$ cat config.mk
export PLATFORM = sky130hd
export DESIGN_NAME = pipe_stage_reg_flat
export DESIGN_NICKNAME = d
export VERILOG_FILES = /design/src/rtl/pipe_stage_reg_if.sv /design/src/rtl/pipe_stage_reg.sv /design/src/flat_wrapper.sv
export SDC_FILE = /design/constraint.sdc
export NUM_CORES = 1
export LEC_CHECK = 0
export CORE_ASPECT_RATIO = 0.6
export CORE_MARGIN = 4
export CORE_UTILIZATION = 37
export CTS_BUF_LIST = sky130_fd_sc_hd__clkbuf_4
export DETAILED_ROUTE_END_ITERATION = 10
export PLACE_DENSITY = 0.82
export SYNTH_ARGS = -nofsm -noshare
export SYNTH_HDL_FRONTEND = slang
export SYNTH_SLANG_ARGS = --single-unit
$ cat constraint.sdc
create_clock -name clk -period 1.5 [get_ports clk]
set_input_delay 0.3 -clock clk [delete_from_list [all_inputs] [get_ports clk]]
set_output_delay 0.3 -clock clk [all_outputs]
set_load 0.02 [all_outputs]
$ cat src/rtl/pipe_stage_reg_if.sv
// Valid/ready/data channel between pipeline stages.
// The producer uses the master modport and the consumer uses the slave modport.
interface pipe_stage_reg_if #(
  parameter int unsigned DATA_W = 64
) ();
  logic              valid;
  logic              ready;
  logic [DATA_W-1:0] data;

  modport master (output valid, output data, input ready);
  modport slave  (input valid, input data, output ready);
endinterface

$ cat src/rtl/pipe_stage_reg.sv
// Pipeline stage register with a valid/ready handshake on each side, plus flush.
// Optional feature macro: PIPE_SKID_EN.
//   Defined:   two entries (a main register plus a skid register). in_ready is
//              taken from registered state only.
//   Undefined: one entry. in_ready passes out_ready through combinationally.
// out_data always comes from the main register. The main register holds
// BUBBLE_VAL whenever the stage is empty.
module pipe_stage_reg #(
  parameter int unsigned       DATA_W     = 64,
  parameter logic [DATA_W-1:0] BUBBLE_VAL = '0
) (
  input  logic                   clk,
  input  logic                   rst,
  input  logic                   flush,
  pipe_stage_reg_if.slave        in_bus,
  pipe_stage_reg_if.master       out_bus,
  output logic [1:0]             count
);

`ifdef PIPE_SKID_EN
  typedef enum logic [1:0] {StEmpty, StOne, StTwo} state_e;
`else
  typedef enum logic [0:0] {StEmpty, StFull} state_e;
`endif

  state_e            state_q, state_d;
  logic [DATA_W-1:0] main_q, main_d;
  logic              accept;
  logic              consume;

  assign out_bus.valid = (state_q != StEmpty);
  assign out_bus.data  = main_q;
  assign accept        = in_bus.valid & in_bus.ready;
  assign consume       = out_bus.valid & out_bus.ready;

`ifdef PIPE_SKID_EN
  logic [DATA_W-1:0] skid_q, skid_d;

  // in_ready is taken from registered state only. Reset and flush block new beats.
  assign in_bus.ready = ~rst & ~flush & (state_q != StTwo);
  assign count        = (state_q == StTwo) ? 2'd2 : (state_q == StOne) ? 2'd1 : 2'd0;

  // Next state: fill main first, spill to skid when stalled, refill main from skid.
  always_comb begin
    state_d = state_q;
    main_d  = main_q;
    skid_d  = skid_q;
    unique case (state_q)
      StEmpty: begin
        if (accept) begin
          state_d = StOne;
          main_d  = in_bus.data;
        end
      end
      StOne: begin
        if (accept && consume) begin
          main_d = in_bus.data;
        end else if (accept) begin
          state_d = StTwo;
          skid_d  = in_bus.data;
        end else if (consume) begin
          state_d = StEmpty;
          main_d  = BUBBLE_VAL;
        end
      end
      StTwo: begin
        if (consume) begin
          state_d = StOne;
          main_d  = skid_q;
        end
      end
      default: begin
        state_d = StEmpty;
        main_d  = BUBBLE_VAL;
      end
    endcase
    if (flush) begin
      state_d = StEmpty;
      main_d  = BUBBLE_VAL;
    end
  end

  // The skid contents are meaningless while empty, so this register is not reset.
  always_ff @(posedge clk) begin
    skid_q <= skid_d;
  end
`else
  // A full stage can take a new beat only while downstream drains the current one.
  assign in_bus.ready = ~rst & ~flush & ((state_q == StEmpty) | out_bus.ready);
  assign count        = {1'b0, state_q == StFull};

  // Next state: a single entry is replaced on accept and cleared on a lone consume.
  always_comb begin
    state_d = state_q;
    main_d  = main_q;
    unique case (state_q)
      StEmpty: begin
        if (accept) begin
          state_d = StFull;
          main_d  = in_bus.data;
        end
      end
      StFull: begin
        if (accept) begin
          main_d = in_bus.data;
        end else if (consume) begin
          state_d = StEmpty;
          main_d  = BUBBLE_VAL;
        end
      end
    endcase
    if (flush) begin
      state_d = StEmpty;
      main_d  = BUBBLE_VAL;
    end
  end
`endif

  // State and main register. Synchronous reset overrides flush and both handshakes.
  always_ff @(posedge clk) begin
    if (rst) begin
      state_q <= StEmpty;
      main_q  <= BUBBLE_VAL;
    end else begin
      state_q <= state_d;
      main_q  <= main_d;
    end
  end

endmodule
$ cat src/flat_wrapper.sv
// flat-port wrapper written by rule: the top's interface ports become plain ports
module pipe_stage_reg_flat 
#(
  parameter int unsigned       DATA_W     = 64,
  parameter logic [DATA_W-1:0] BUBBLE_VAL = '0
)
  (clk, rst, flush, count, in_bus_valid, in_bus_data, in_bus_ready, out_bus_valid, out_bus_data, out_bus_ready);
  pipe_stage_reg_if #(.DATA_W(DATA_W)) in_bus_i ();
  pipe_stage_reg_if #(.DATA_W(DATA_W)) out_bus_i ();
  input  logic clk;
  input  logic rst;
  input  logic flush;
  output logic [1:0] count;
  input wire logic [$bits(in_bus_i.valid)-1:0] in_bus_valid;
  input wire logic [$bits(in_bus_i.data)-1:0] in_bus_data;
  output wire logic [$bits(in_bus_i.ready)-1:0] in_bus_ready;
  output wire logic [$bits(out_bus_i.valid)-1:0] out_bus_valid;
  output wire logic [$bits(out_bus_i.data)-1:0] out_bus_data;
  input wire logic [$bits(out_bus_i.ready)-1:0] out_bus_ready;
  assign in_bus_i.valid = in_bus_valid;
  assign in_bus_i.data = in_bus_data;
  assign in_bus_ready = in_bus_i.ready;
  assign out_bus_valid = out_bus_i.valid;
  assign out_bus_data = out_bus_i.data;
  assign out_bus_i.ready = out_bus_ready;
  pipe_stage_reg #(.DATA_W(DATA_W), .BUBBLE_VAL(BUBBLE_VAL)) u_core (.clk(clk), .rst(rst), .flush(flush), .in_bus(in_bus_i), .out_bus(out_bus_i), .count(count));
endmodule
### After elaboration in Yosys (flattened, before gate mapping)

Index checks and enable logic that the tools add are counted.

* bits in registers: 65
* input port bits: 69
* output and inout port bits: 68
* word-level logic and storage cells: 22

* eq/ne operators: 2
* muxes and demuxes: 8
* bitwise operators: 8
* reductions and logical operators: 2

Operators with widths (number)
* 64-bit 2-to-1 mux: 3
* 64-bit one-hot mux with 2 select lines: 1
* 1-bit bitwise AND: 4
* 1-bit 2-to-1 mux: 3
* 3-bit inequality test (second input constant): 1
* 1-bit NOT: 3
* 2-bit by 1-bit inequality test with 1-bit output (second input constant): 1
* 1-bit one-hot mux with 2 select lines: 1
* 2-bit AND reduction: 1
* 2-bit OR reduction: 1
* 1-bit bitwise OR: 1

### Depth between registers and ports, before layout

* word-level depth: 6
* depth in mapped cells: 5
* depth with buffers taken out: 3

### Least setup slack after synthesis

No wires, ideal clock.

* path type: reg2reg
* from: reg u_core.state_q, in the netlist u_core.out_bus.valid
* to: reg u_core.main_q[0], in the netlist u_core.out_bus.data[0]
* setup time: 0.117 ns
* arrival time: 1.273 ns
* data required time: 1.383 ns
* slack: 0.110 ns
* cell stages (with the launch flop): 6
* buffers on the path: 2
* period minus slack after synthesis: 1.390 ns
* cell sequence: dfxtp_1 > nor2b_4 > and3b_1 > buf_6 > buf_6 > a22o_1

* cells in the longest elaborated chain, start to end: 6
* elaborated cells between the ends (all ways): 10
* those cells by class: eq/ne (2); mux (2); bitwise (5); reduce/logical (1)

RTL lines
* start, declared: line pipe_stage_reg.sv:26 `state_e state_q, state_d;`
* start signal, assigned: line pipe_stage_reg.sv:122 `state_q <= StEmpty;`
* start signal, assigned: line pipe_stage_reg.sv:125 `state_q <= state_d;`
* 1-bit NOT: line pipe_stage_reg.sv:89, pipe_stage_reg.sv:96
* 1-bit bitwise OR: line pipe_stage_reg.sv:89 `assign in_bus.ready = ~rst & ~flush & ((state_q == StEmpty) | out_bus.ready);`
* 1-bit bitwise AND: line pipe_stage_reg.sv:89
* 1-bit bitwise AND: line pipe_stage_reg.sv:33 `assign accept = in_bus.valid & in_bus.ready;`
* 64-bit 2-to-1 mux, or another cell as far along: line pipe_stage_reg.sv:104 `if (accept) begin`
* 64-bit one-hot mux with 2 select lines or 2-bit AND reduction (tied branches)
* end signal, assigned: line pipe_stage_reg.sv:126 `main_q <= main_d;`
* end, declared: line pipe_stage_reg.sv:27 `logic [DATA_W-1:0] main_q, main_d;`

Parallel ways exist; a longest one is shown, timed or not.
A chain may end at the register's enable or synchronous reset.

### Worst setup path in the final report

* from: in out_bus_ready
* to: out in_bus_ready

* cells in the longest elaborated chain, start to end: 2

RTL lines
* start, declared: line flat_wrapper.sv:19 `input wire logic [$bits(out_bus_i.ready)-1:0] out_bus_ready;`
* 1-bit bitwise OR: line pipe_stage_reg.sv:89
* 1-bit bitwise AND: line pipe_stage_reg.sv:89
* end, declared: line flat_wrapper.sv:16 `output wire logic [$bits(in_bus_i.ready)-1:0] in_bus_ready;`

Every way passes these cells.

==> summary.txt <==
Status
  • Status: complete, no violations

Finish
  • # diodes: 0
  • Final net count: 358
  • Layout area overhead: 69.20%
  • Share of cells above drive strength 1: 0.09524

Power and ir drop
  • Max VDD drop: around 0.0005 V
  • Static leakage: 0.001675 uW
  • Pwr/cell area: around 1000 nW/um^2

Synth
  • Top cell type's share of synthesized area: 0.6231
  • Synth Area in Adders: 0
  • Area contributors post-synth: dfxtp_1, a22o_1, buf_6
  • Simple-gate share of the synthesized area: 0.01678
  • Syn_area_per_cell: ~14 um^2
  • Post-Syn Nets: 222
  • XOR/XNOR Fraction of Synth Area: 0
  • Post-Synthesis Cell Area: ~2100 um^2
  • Yosys cell types: 10
  • Compound-cell area share of the yosys netlist: 0.2756
  • Mapped Cells: 153
  • Synth area leader: dfxtp_1
  • Largest family of logic cells by synthesized area: compound AO/OA/AOI/OAI gates
  • Mux share of post-synthesis cell area: 0
  • Register area share after synthesis: 0.6231
  • Yosys reg bits: 65
  • Yosys warns: 0

Route
  • Drt pass-1 iters: 4
  • DR DRC count: 0
  • ANT nets after route: 0
  • Vias post-DR: 1800
  • Via density: approximately 5.0
  • Routed wire per std cell: 16.44 um
  • 1st-iter DRT viols: 38
  • Drt total wl: between 5000 and 6000 um

Die
  • Die H: between 60 and 70 um
  • Boundary Pins: between 100 and 150
  • Die area: ~6900 um^2
  • Die X-Extent: around 100 um
  • Core area: between 5000 and 6000 um^2
  • Site Rows: 20
  • Initial Util: 0.3974

Placed design
  • Hpwl dp: between 4000 and 5000 um
  • I/O Buffers: between 100 and 150
  • Worst slack, placed: -0.4298 ns
  • Routability cong.: between 0.6 and 0.7

Min path
  • Hold Crit Class: reg2reg
  • Hold-critical path depth: 1
  • HP Start: u_core.out_bus.data[1]
  • Hold Path Sink: u_core.out_bus.data[1]

Worst setup path
  • Critical path, cell by cell: clkdlybuf4s50_1 > nor2b_4 > nor3_2 > buf_2
  • Delay-heaviest family, CP: buffers and inverters
  • Element type at the critical path end: output pin
  • Worst R2R End: u_core.out_bus.data[59]
  • Max incr delay on CP: approximately 0.50 ns
  • WP data required: 1.20 ns
  • Worst R2R Path Depth: 5
  • Crit path DAT: between 1 and 1.5 ns
  • Worst r2r src: u_core.out_bus.valid
  • Buf/Inv on CP: 2
  • Reg2Reg Setup Slack: ~0.1 ns
  • Critical path peak fanout: 2
  • Kind of launch point of the worst setup path: primary input
  • Slowest cell on the critical path: clkdlybuf4s50_1
  • Critical path type: in2out

Timing
  • WHS: 0.4850 ns
  • Final Hold Fails: 0
  • Crit path time final: 1.427 ns
  • Layout Skew: approximately 0.012 ns
  • RSZ-0062 raised after global routing: false
  • Setup Viol. Count Final: 0
  • FMAX: 700.9 MHz
  • Max-slew violation count: 0
  • Fin crit share: 0.9511
  • Setup ws final: around 0.073 ns

Global route
  • Vias in the first global route: between 1500 and 2000
  • Largest net degree at the start of global routing: 44
  • Initial antenna violation count: 0
  • GRT overflow: 0
  • First-pass GRT wire length: between 9000 and 10000 um
  • Gr usage total: 0.1744

Clock network
  • Hold_buf cts: 0
  • CTS Root Cell: clkbuf_4
  • Clock Latency Late Sink: between 0.3 and 0.4 ns
  • Clk sinks: 65
  • Cts bufs inserted: 9
  • Worst-path clk slew: about 0.090 ns
  • H-tree depth: 3
  • CTS tree: yes
  • CTS max path bufs: 2

Job
  • Max-cap violations: 0
==> routing by layer <==
layer | track usage | vias up | wire, um
met4 | 0.07365 | 0 | 75
met2 | 0.2620 | 96 | 2576
met1 | 0.2072 | 838 | 2513
li1 | - | 858 | -
met3 | 0.09561 | 8 | 754
met5 | 0 | - | 0
==> cell usage in the layout (no fill, tap or decap) <==
master and n:
clkinv_1 2, buf_12 4, nor3_2 1, nor2_1 2, conb_1 1, inv_6 2
clkdlybuf4s15_1 2, nor2b_4 1, dfxtp_2 1, clkdlybuf4s50_1 68, and3b_2 1, buf_4 2
dfxtp_1 64, bufinv_16 2, clkdlybuf4s15_2 2, a22o_1 64, o21a_1 1, dlygate4sd2_1 62
clkbuf_4 9, buf_2 1, clkinvlp_4 1, o21a_2 1
==> cell families (layout without fill, tap and decap cells) <==
kind of cell / after synthesis / count (layout)
AOI/OAI and AO/OA: 66 / 66
DFF: 65 / 65
buffers and inverters: 16 / 157
and+or+nand+nor: 5 / 5
other: 1 / 1
==> metrics by stage <==
step	std cells	area [um^2]	utilization	TNS, ns	total power (uW)
after floorplan	153	2088	-	0	2046
after global placement	344	3447	0.6560	-16.40	2349
after detailed placement	344	3447	0.6560	-18.11	2361
after CTS	360	3525	0.6707	0	3617
after global routing	360	3533	0.6724	0	3727
final	360	3533	0.6724	0	3575
==> worst max path at each step <==
stage	startpoint	end	slack [ns]	depth (start not counted)
after floorplan	u_core.out_bus.valid	u_core.out_bus.data[0]	0.11	5
after global placement	out_bus_ready	in_bus_ready	-0.41	4
after detailed placement	out_bus_ready	in_bus_ready	-0.43	4
after CTS	u_core.out_bus.valid	in_bus_ready	0.01	3
after global routing	u_core.out_bus.valid	in_bus_ready	0.008	3
final	out_bus_ready	in_bus_ready	0.07	4
==> area by class of cell <==
class	count	area, um^2
multi-input cells	72	621.8
repair buffers	141	1366
flip-flops and latches	65	1303
clock buffers	9	67.56
clock inverters	7	92.59
well taps	66	82.58
fillers	419	1722
==> flip-flops by register name, summed over array words and instances, names as in the netlist <==
name / count
u_core.out_bus.data: 64
u_core.out_bus.valid: 1
==> report_power, final <==
group          leakage (uW)  total, uW  internal (uW)  switching, uW
registers          0.000530       1810           1780           28.2
clock network     0.0000820       1300            677            620
logic               0.00106        467            271            196
total               0.00168       3570           2730            844
==> synthesized netlist by cell type <==
library cell / count
buf_4: 2
a22o_1: 64
conb_1: 1
nor2b_4: 1
nor3_1: 1
buf_6: 14
dfxtp_1: 65
o21a_1: 2
nor2_1: 2
and3b_1: 1
==> what timing repair did <==
action,4_1_cts,5_1_grt
gates resized for setup,75,4
buffers inserted,0,0
setup endpoints to repair,67,3
(Power assumes the default switching activity.)
